==> src/rtl/ram_dump_pkg.sv <==
// ram_dump_pkg: state encoding and default widths shared by the RAM dump master.
package ram_dump_pkg;
  typedef enum logic [2:0] {IDLE, REQ, FETCH, SEND, CSUM, FIN} state_e;
  localparam int ADDR_W_DEF = 16;
  localparam int DATA_W_DEF = 8;
  localparam int LEN_W_DEF = 16;
  localparam logic [15:0] RESULT_ADDR = 16'h0101;
endpackage

==> src/rtl/ram_dump_master.sv <==
// ram_dump_master: reads a RAM byte region over an arbitrated port and streams it on valid/ready.
// Define RAM_DUMP_CHECKSUM_EN to append a two's-complement checksum byte after the data.
module ram_dump_master
  import ram_dump_pkg::*;
#(
  parameter int ADDR_W = ADDR_W_DEF,
  parameter int DATA_W = DATA_W_DEF,
  parameter int LEN_W = LEN_W_DEF
) (
  input  logic              clk,
  input  logic              rst_n,
  input  logic              start,
  input  logic [ADDR_W-1:0] base_addr,
  input  logic [LEN_W-1:0]  length,
  output logic              busy,
  output logic              done,
  output logic              bus_req,
  input  logic              bus_gnt,
  output logic [ADDR_W-1:0] Address,
  output logic              WE,
  output logic [DATA_W-1:0] WriteDataBus,
  input  logic [DATA_W-1:0] ReadDataBus,
  output logic [DATA_W-1:0] out_data,
  output logic              out_valid,
  input  logic              out_ready
);
  state_e state_q, state_d;
  logic [ADDR_W-1:0] addr_q, addr_d;
  logic [LEN_W-1:0] rem_q, rem_d;
  logic [DATA_W-1:0] data_q, data_d;
  logic valid_q, valid_d, busy_q, busy_d, done_q, done_d;
`ifdef RAM_DUMP_CHECKSUM_EN
  logic [DATA_W-1:0] sum_q, sum_d;
`endif
  always_comb begin
    state_d = state_q;
    addr_d = addr_q;
    rem_d = rem_q;
    data_d = data_q;
    valid_d = valid_q;
    busy_d = busy_q;
    done_d = 1'b0;
`ifdef RAM_DUMP_CHECKSUM_EN
    sum_d = sum_q;
`endif
    case (state_q)
      IDLE: if (start) begin
        busy_d = 1'b1;
        addr_d = base_addr;
        rem_d = length;
        state_d = (length != '0) ? REQ : FIN;
`ifdef RAM_DUMP_CHECKSUM_EN
        sum_d = '0;
`endif
      end
      REQ: if (bus_gnt) state_d = FETCH;
      // Losing the grant here drops the capture; the same address is refetched later.
      FETCH: if (bus_gnt) begin
        data_d = ReadDataBus;
        valid_d = 1'b1;
        state_d = SEND;
      end else state_d = REQ;
      SEND: if (out_ready) begin
        valid_d = 1'b0;
        rem_d = rem_q - LEN_W'(1);
`ifdef RAM_DUMP_CHECKSUM_EN
        sum_d = sum_q + data_q;
`endif
        if (rem_q == LEN_W'(1)) begin
`ifdef RAM_DUMP_CHECKSUM_EN
          data_d = -sum_d;
          valid_d = 1'b1;
          state_d = CSUM;
`else
          state_d = FIN;
`endif
        end else begin
          addr_d = addr_q + ADDR_W'(1);
          state_d = FETCH;
        end
      end
`ifdef RAM_DUMP_CHECKSUM_EN
      CSUM: if (out_ready) begin
        valid_d = 1'b0;
        state_d = FIN;
      end
`endif
      FIN: begin
        done_d = 1'b1;
        busy_d = 1'b0;
        state_d = IDLE;
      end
      default: state_d = IDLE;
    endcase
  end
  always_ff @(posedge clk or negedge rst_n) begin
    if (!rst_n) begin
      state_q <= IDLE;
      addr_q <= '0;
      rem_q <= '0;
      data_q <= '0;
      valid_q <= 1'b0;
      busy_q <= 1'b0;
      done_q <= 1'b0;
`ifdef RAM_DUMP_CHECKSUM_EN
      sum_q <= '0;
`endif
    end else begin
      state_q <= state_d;
      addr_q <= addr_d;
      rem_q <= rem_d;
      data_q <= data_d;
      valid_q <= valid_d;
      busy_q <= busy_d;
      done_q <= done_d;
`ifdef RAM_DUMP_CHECKSUM_EN
      sum_q <= sum_d;
`endif
    end
  end
  assign bus_req = (state_q == REQ) || (state_q == FETCH) || (state_q == SEND);
  assign Address = addr_q;
  assign WE = 1'b0;
  assign WriteDataBus = '0;
  assign out_data = data_q;
  assign out_valid = valid_q;
  assign busy = busy_q;
  assign done = done_q;
endmodule

==> config.mk <==
export PLATFORM = sky130hd
export DESIGN_NAME = ram_dump_master
export DESIGN_NICKNAME = d
export VERILOG_FILES = /design/src/rtl/ram_dump_pkg.sv /design/src/rtl/ram_dump_master.sv
export SDC_FILE = /design/constraint.sdc
export NUM_CORES = 1
export LEC_CHECK = 0
export ABC_AREA = 1
export CORE_MARGIN = 2
export CORE_UTILIZATION = 53
export DETAILED_ROUTE_END_ITERATION = 12
export PLACE_DENSITY = 0.9
export SETUP_SLACK_MARGIN = 0.02
export SYNTH_ARGS = -nofsm -noshare
export SYNTH_HDL_FRONTEND = slang
export SYNTH_SLANG_ARGS = --single-unit
==> constraint.sdc <==
create_clock -name clk -period 2.2 [get_ports clk]
set_input_delay 0.44 -clock clk [delete_from_list [all_inputs] [get_ports clk]]
set_output_delay 0.44 -clock clk [all_outputs]
set_load 0.02 [all_outputs]
==> impl_metrics.tcl, run 1 <==
set metrics [dict create \
    status "completed" \
    ios 82 \
    synthTopCellsByCount "nand2_1 (143), nor2_1 (51), dfrtp_1 (46)" \
    num-fill-cells 475 \
    ys.flop_type "dfrtp_1" \
    fin_nets 561 \
    gr-usage-all-layers_pct 26.9 \
    p_per_area_mw_per_mm2 1350 \
    ys_seq_area_share_pct 38.1 \
    cpPeakStageDelay_ns 0.62 \
    rsz0062_at_grt "false" \
    synth_warnings 0 \
    power.clock.fraction_pct 10.5 \
    grt_pass1_vias 3027 \
    drive_gt1_share_pct 7.78 \
    yosysTopAreaCell "dfrtp_1" \
    slew-limit-headroom_pct 59.7 \
    clock_sinks 46 \
    power_leakage_nw 1.82 \
    synth_most_common_cell "nand2_1" \
    cts_hold_buf 0 \
    synth_area_mm2 0.00302 \
    synth_top_area_share_pct 38.1 \
    crit_fanout 4 \
    cp.required_ns 1.76 \
    ant_nets 0 \
    cts_tree "built" \
    critPathSlowestCell "clkdlybuf4s50_1" \
    holdCritPathClass "in2async" \
    fin_crit_sh_pct 93.2 \
    switchingPower_mw 2.53 \
    synth_cell_types 34 \
    clock.fmax_mhz 488 \
    synth_edf_count 0 \
    swShare_pct 48.5 \
    intPower_mw 2.69 \
    path_class "reg2out" \
    num_rows 27 \
    core-area_mm2 0.00551 \
    rrSetupSlack_ns 0.29 \
    gr-total-overflow 0 \
    p_seq_share_pct 32.3 \
    post-dp-hpwl_mm 5.94 \
    io_buffers 72 \
    worstSetupStartpointType "flip-flop" \
    drt-initial-drc-count 242 \
    worst_r2r_endpoint "Address[3]" \
    drv_cap 0 \
    period_minus_slack_ns 2.05 \
    post_cts_buffers 0 \
    post_cts_resized 0 \
    power_mw 5.21 \
    gp_congestion 0.911 \
    die-area_mm2 0.00632 \
    yosys-top-cells-area "dfrtp_1 (38%), nand2_1 (18%), nand3_1 (7.1%)" \
    antenna_cells 0 \
    routed_wl_mm 7.87 \
    area_growth_pct 27.7 \
    ff_latch_area_mm2 0.00115 \
    wl_per_cell_um 13.4 \
    hold_viol_final 0 \
    fp.dieW_um 79.5 \
    ir_drop_v 0.000791 \
    clkTransAtPathRegs_ns 0.09 \
    reg2regPathDepth 9 \
    clockRootBuffer "clkbuf_8" \
    fin_skew_ns 0.0139 \
    start_util_pct 54.9 \
    multi_input_area_mm2 0.00160 \
    synth_cells 441 \
    grt_max_degree 47 \
    async_flop_share_pct 100 \
    synth.avg_cell_area_um2 6.85 \
    htreeDepth 2 \
    drt-vias-per-instance 5.47 \
    die_h_um 79.5 \
    tightest_slew_ns 0.604 \
    grt_antenna_before_repair 0 \
    cts_buffers 5 \
    grt_pass1_wl_mm 13.4 \
    p_comb_share_pct 57.2 \
    fin_hold_ws_ns 0.211 \
    ys_seq_elements 46 \
    tns_ns 0 \
    cts_max_path_buffers 2 \
    worstPathCellList "inv_1 -> a21oi_1 -> clkdlybuf4s50_1" \
    r2r_start "state_q[2]" \
    firstDrtPassIters 5 \
    clock_latency_ns 0.31 \
    drc 0 \
    slew_viol_final 0 \
    endpoint_kind "output pin" \
    via_count 3208 \
    setup_viol 0 \
    critPathArrivalTime_ns 1.61 \
]
cells by family after synthesis:
family / Yosys count / synth area share (%)
buffers and inverters: 64 / 10.0
adders and majority gates: 3 / 1.24
muxes: 8 / 2.98
and+or+nand+nor: 265 / 37.1
DFF: 46 / 38.1
xor gates and xnor gates: 6 / 1.74
other: 1 / 0.124
AOI/OAI and AO/OA: 48 / 8.70
worst max path at each step:
stage          startpoint           to  slack [ns]  cells past startpoint
6_report       state_q[0]      bus_req        0.15                      3
5_1_grt        state_q[0]      bus_req        0.06                      3
4_1_cts        state_q[0]      bus_req        0.14                      3
3_5_place_dp      bus_gnt  out_data[2]        0.27                      3
3_3_place_gp      bus_gnt  out_data[0]        0.33                      3
2_1_floorplan  Address[0]   Address[6]        0.67                      8
cells in the final DEF (no fill, tap or decap):
master and n:
a21o_1 1, a21oi_1 9, a21oi_4 1, a31oi_1 1, and2_1 2, buf_2 1
buf_4 7, clkbuf_8 5, clkdlybuf4s50_1 71, clkinvlp_4 2, conb_1 9, dfrtp_1 46
ha_1 3, inv_1 37, inv_2 5, inv_6 1, mux2_2 8, nand2_1 143
nand2_2 2, nand3_1 43, nand3_2 1, nand3b_1 1, nand4_1 7, nor2_1 51
nor2_2 2, nor3_1 5, nor3_2 1, nor4_1 2, o211ai_1 2, o21ai_0 7
o21ai_1 26, o21bai_1 1, or2_1 1, or2_2 4, xnor2_1 1, xor2_1 5
layout make-up:
class / instances / share of cell area, %
Sequential cell: 46 / 29.8
Timing Repair Buffer: 79 / 19.9
Tap cell: 72 / 2.34
Clock buffer: 5 / 1.78
Inverter: 42 / 4.09
Clock inverter: 3 / 0.616
Multi-Input combinational cell: 339 / 41.4
metrics by stage:
| step | util (%) | std cells | worst slack, ns | instance area [µm²] |
|---|---|---|---|---|
| 6_report | 70.1 | 586 | 0.149 | 3860 |
| 5_1_grt | 70.1 | 586 | 0.0564 | 3860 |
| 4_1_cts | 70.1 | 586 | 0.139 | 3860 |
| 3_5_place_dp | 68.4 | 578 | 0.274 | 3760 |
| 3_3_place_gp | 68.4 | 578 | 0.330 | 3760 |
| 2_1_floorplan | - | 449 | 0.666 | 3050 |
sequential cells by signal, indices dropped and copies added (netlist names):
name       cells
out_valid      1
rem_q         16
state_q        3
out_data       8
done           1
Address       16
busy           1
power groups by stage:
stage | Combinational (mW) | Clock, mW | Sequential (mW)
after floorplan | 1.78 | 0 | 1.86
after detailed placement | 2.96 | 0 | 1.68
final | 2.98 | 0.549 | 1.68
after global placement | 2.87 | 0 | 1.67
after global routing | 3.34 | 0.608 | 1.74
after CTS | 2.98 | 0.565 | 1.67
critical path: cells and delay by family, from the launching register on:
kind                   cells  cell delay (ns)
buffers and inverters      2             0.73
AOI/OAI and AO/OA          1             0.13
DFF                        1             0.44
layer usage:
layer	GRT usage (%)	wire length, µm	up-vias
met2	43.4	3740	163
met1	35.4	3370	1479
met3	5.43	573	19
met5	0	0	-
li1	-	-	1547
met4	11.0	196	0
No activity file was read; power rests on OpenSTA's default activity.
==> inputs of run 2 (changes only) <==
Settings changed: CORE_UTILIZATION 53 to 35, PLACE_DENSITY 0.9 to 0.64, SETUP_SLACK_MARGIN 0.02 to 0.4.
==> impl_metrics.tcl, run 2 (synthesized netlist as in run 1, its figures left out) <==
set metrics [dict create \
    status "completed" \
    utilization_pct 47.7 \
    crit_family "buffers and inverters" \
    clock_sinks 46 \
    die_h_um 96.9 \
    routed_wl_mm 7.79 \
    ant_nets 0 \
    worstSetupStartpointType "flip-flop" \
    period_minus_slack_ns 1.72 \
    cts_tree "built" \
    area_growth_pct 31.1 \
    crit_fanout 2 \
    critPathSlowestCell "clkdlybuf4s50_1" \
    grt_pass1_wl_mm 13.5 \
    clock.fmax_mhz 580 \
    power_mw 5.17 \
    drt-initial-drc-count 210 \
    grt_antenna_before_repair 0 \
    io_buffers 72 \
    worst-path-buf-inv 1 \
    drc 0 \
    dp.cells 613 \
    endpoint_kind "output pin" \
    cts_buffers 5 \
    start_util_pct 36.4 \
    slew-limit-headroom_pct 60.4 \
    p_per_area_mw_per_mm2 1300 \
    grt_max_degree 27 \
    fp.dieW_um 96.9 \
    tightest_slew_ns 0.594 \
    slew_viol_final 0 \
    setup_ws_ns 0.477 \
    dp_slack_ns 0.336 \
    firstDrtPassIters 4 \
    fin_cells 621 \
    power_leakage_nw 1.93 \
    drive_gt1_share_pct 9.50 \
    grt_pass1_vias 2868 \
    layout_common_cells "nand2_1 (142), clkdlybuf4s50_1 (53), nor2_1 (50), dfrtp_1 (43), nand3_1 (43)" \
    fin_crit_sh_pct 78.3 \
    mostFrequentLayoutCell "nand2_1" \
    wl_per_cell_um 12.5 \
    cts_max_path_buffers 2 \
    setup_viol 0 \
    cpPeakStageDelay_ns 0.61 \
    fin_skew_ns 0.00976 \
    via_count 2994 \
    post-dp-hpwl_mm 5.97 \
    clkTransAtPathRegs_ns 0.10 \
    cts_hold_buf 0 \
    gr-total-overflow 0 \
    clock_latency_ns 0.31 \
    worstPathCellList "clkdlybuf4s50_1" \
    fin_hold_ws_ns 0.121 \
    antenna_cells 0 \
    holdCritPathClass "in2async" \
    clockRootBuffer "clkbuf_8" \
    die-area_mm2 0.00939 \
    post_cts_buffers 0 \
    stdcell_area_mm2 0.00396 \
    tns_ns 0 \
    fin_nets 563 \
    hold_viol_final 0 \
    ios 82 \
    path_class "reg2out" \
    ir_drop_v 0.000537 \
    gr-usage-all-layers_pct 17.2 \
    gp_congestion 0.856 \
    rsz0062_at_grt "true" \
    cp.required_ns 1.76 \
    core-area_mm2 0.00830 \
    drv_cap 0 \
    num_rows 33 \
    critPathArrivalTime_ns 1.28 \
    placed_cell_area_mm2 0.00383 \
    drt-vias-per-instance 4.82 \
    htreeDepth 2 \
]
## run 2: worst paths after layout
check / cells after the start / slack (ns) / to / startpoint
setup / recovery: 1 / 0.48 / out_valid / out_valid
hold / removal: 1 / 0.12 / rem_q[3] / rst_n
setup reg to reg: 9 / 0.55 / Address[3] / state_q[2]
hold reg to reg: 2 / 0.50 / out_valid / out_valid
max in group asynchronous: 2 / 1.53 / rem_q[9] / rst_n
min in group clk: 2 / 0.50 / out_valid / out_valid
## run 2: area by class of cell
type | instances | area, µm²
Fill cell | 867 | 4340
Multi-Input combinational cell | 339 | 1620
Sequential cell | 46 | 1150
Timing Repair Buffer | 81 | 803
Inverter | 42 | 158
Tap cell | 105 | 131
Clock buffer | 5 | 68.8
Clock inverter | 3 | 25.0
## run 2: layer usage
metal	global-route usage [%]	vias to the layer above	part of all wire (%)	wire, µm
met3	3.54	7	5.6	434
met2	28.3	86	47	3630
met1	23.4	1361	47	3650
met4	3.90	0	0.95	74
li1	-	1540	-	-
met5	0	-	0	0
## run 2: what timing repair did
action,in CTS,in global routing
hold endpoints to repair,0,0
setup endpoints to repair,29,37
resized for setup,16,16
## run 2: power breakdown
part / internal (mW) / switching, mW
Clock: 0.230 / 0.330
Sequential: 1.25 / 0.431
Combinational: 1.17 / 1.75
Total: 2.66 / 2.51
## run 2: worst register-to-register path, delay by kind of cell, from the launching register on
kind / cells / cell delay (ns)
buffers and inverters: 4 / 0.59
DFF: 1 / 0.46
and+or+nand+nor: 3 / 0.32
AOI/OAI and AO/OA: 2 / 0.21
==> inputs of run 3 (changes only) <==
Clock period 2.2 ns to 1.6 ns, I/O delays scaled along.
==> impl_metrics.tcl, run 3 (synthesized netlist as in run 1, its figures left out) <==
set metrics [dict create \
    status "completed" \
    clock.fmax_mhz 643 \
    stdcell_area_mm2 0.00468 \
    grt_max_degree 37 \
    cts_tree "built" \
    p_per_area_mw_per_mm2 1960 \
    mostFrequentLayoutCell "nand2_1" \
    fp.dieW_um 96.9 \
    gr-usage-met1_pct 25.6 \
    drc 0 \
    ant_nets 0 \
    htreeDepth 2 \
    critPathSlowestCell "dfrtp_1" \
    grt_pass1_vias 3073 \
    layout_common_cells "nand2_1 (127), clkdlybuf4s50_1 (43), buf_4 (39), nor2_1 (38), nand3_1 (37)" \
    die_h_um 96.9 \
    num-fill-cells 747 \
    ir_drop_v 0.00105 \
    gr-total-overflow 0 \
    wl_per_cell_um 13.6 \
    area_growth_pct 54.9 \
    fin_crit_sh_pct 97.2 \
    worstSetupStartpointType "flip-flop" \
    routed_wl_mm 9.03 \
    firstDrtPassIters 4 \
    clock_sinks 46 \
    path_class "reg2reg" \
    via_count 3294 \
    cts_buffers 5 \
    p_comb_share_pct 65.7 \
    cpPeakStageDelay_ns 0.44 \
    multi_input_area_mm2 0.00186 \
    crit_fanout 6 \
    intPower_mw 4.96 \
    setup_viol 0 \
    critPathArrivalTime_ns 1.80 \
    slew_viol_final 0 \
    drt-initial-drc-count 179 \
    swShare_pct 45.9 \
    fin_cells 666 \
    drive_gt1_share_pct 31.2 \
    crit_family "buffers and inverters" \
    endpoint_kind "flip-flop" \
    met2_usage_pct 30.9 \
    rsz0062_at_grt "true" \
    path_common_cell "buf_6" \
    period_minus_slack_ns 1.56 \
    power_leakage_nw 2.24 \
    ff_latch_area_mm2 0.00116 \
    grt_antenna_before_repair 0 \
    grt_pass1_wl_mm 14.7 \
    switchingPower_mw 4.21 \
    num_rows 33 \
    hold_viol_final 0 \
    p_seq_share_pct 25.6 \
    grt_use_met3_pct 3.25 \
    power.clock.fraction_pct 8.7 \
    core-area_mm2 0.00830 \
    drt-vias-per-instance 4.95 \
    cts_max_path_buffers 2 \
    worst-path-buf-inv 5 \
    fin_skew_ns 0.00775 \
    clkTransAtPathRegs_ns 0.10 \
    drv_cap 0 \
    dp.cells 626 \
    antenna_cells 0 \
    gp_congestion 0.912 \
    placed_cell_area_mm2 0.00405 \
    post-dp-hpwl_mm 6.12 \
    worstPathCellList "buf_6 -> nor3_4 -> buf_4 -> inv_2 -> a21oi_4 -> buf_6 -> clkbuf_16 -> nand2_2 -> o21ai_1" \
    clock_latency_ns 0.31 \
    gr-usage-all-layers_pct 18.8 \
    holdCritPathClass "in2async" \
    fin_nets 608 \
    clockRootBuffer "clkbuf_8" \
    die-area_mm2 0.00939 \
    io_buffers 72 \
    grt.busiest_layer "met2" \
    cp.required_ns 1.84 \
    ios 82 \
    start_util_pct 36.4 \
]
==> run 3: cell types whose count changed in the layout (fill, tap and decap cells not counted), sizes merged <==
cell and delta:
dlygate4sd2 -12, clkbuf +1, buf +70, inv +1, clkdlybuf4s50 -10, clkinvlp -1, dlymetal6s2s -5, dlygate4sd3 +1
==> run 3: worst paths after layout <==
kind	to	slack (ns)	cells after the start	start
worst max-delay path	Address[6]	0.04	9	state_q[2]
worst min-delay path	rem_q[8]	0.42	2	rst_n
worst max register to register	Address[6]	0.04	9	state_q[2]
worst min register to register	out_valid	0.53	2	out_valid
max in group asynchronous	Address[10]	0.68	3	rst_n
min in group clk	out_valid	0.53	2	out_valid
==> run 3: timing repair <==
item,4_1_cts,5_1_grt
endpoints found under the hold margin,10,0
gates resized for setup,164,71
hold buffers,1,0
pin swaps,11,7
gates cloned,1,3
setup buffers,20,7
endpoints found under the setup margin,71,69
==> run 3: through the flow <==
step           util (%)  worst slack (ns)  hold slack (ns)  setup TNS, ns  total power, mW
6_report           56.4            0.0447            0.423              0             9.17
5_1_grt            56.4           -0.0474            0.464         -0.583             9.88
2_1_floorplan         -             0.224           0.0244              0             5.29
3_5_place_dp       48.8            0.0196            0.226              0             6.85
3_3_place_gp       48.8            0.0222            0.225              0             6.75
4_1_cts            52.6            0.0832            0.423              0             8.30
==> run 3: power by group through the flow <==
stage	clock [mW]	combinational, mW	sequential, mW
3_5_place_dp	0	4.53	2.33
4_1_cts	0.823	5.23	2.25
5_1_grt	0.863	6.59	2.42
2_1_floorplan	0	2.69	2.59
6_report	0.798	6.02	2.35
3_3_place_gp	0	4.44	2.31
==> run 3: per-layer routing <==
layer | up-vias | part of all wire, %
met3 | 8 | 4.8
met2 | 101 | 48
li1 | 1634 | -
met5 | - | 0
met4 | 0 | 1.2
met1 | 1551 | 46
==> run 3: final cells by class <==
type                       instances  area share [%]
tap                              105            2.81
sequential                        46            24.9
clock inverter                     3           0.615
clock buffer                       5            1.47
inverter                          42            3.48
multi-input combinational        339            39.8
timing repair buffer             126            27.0
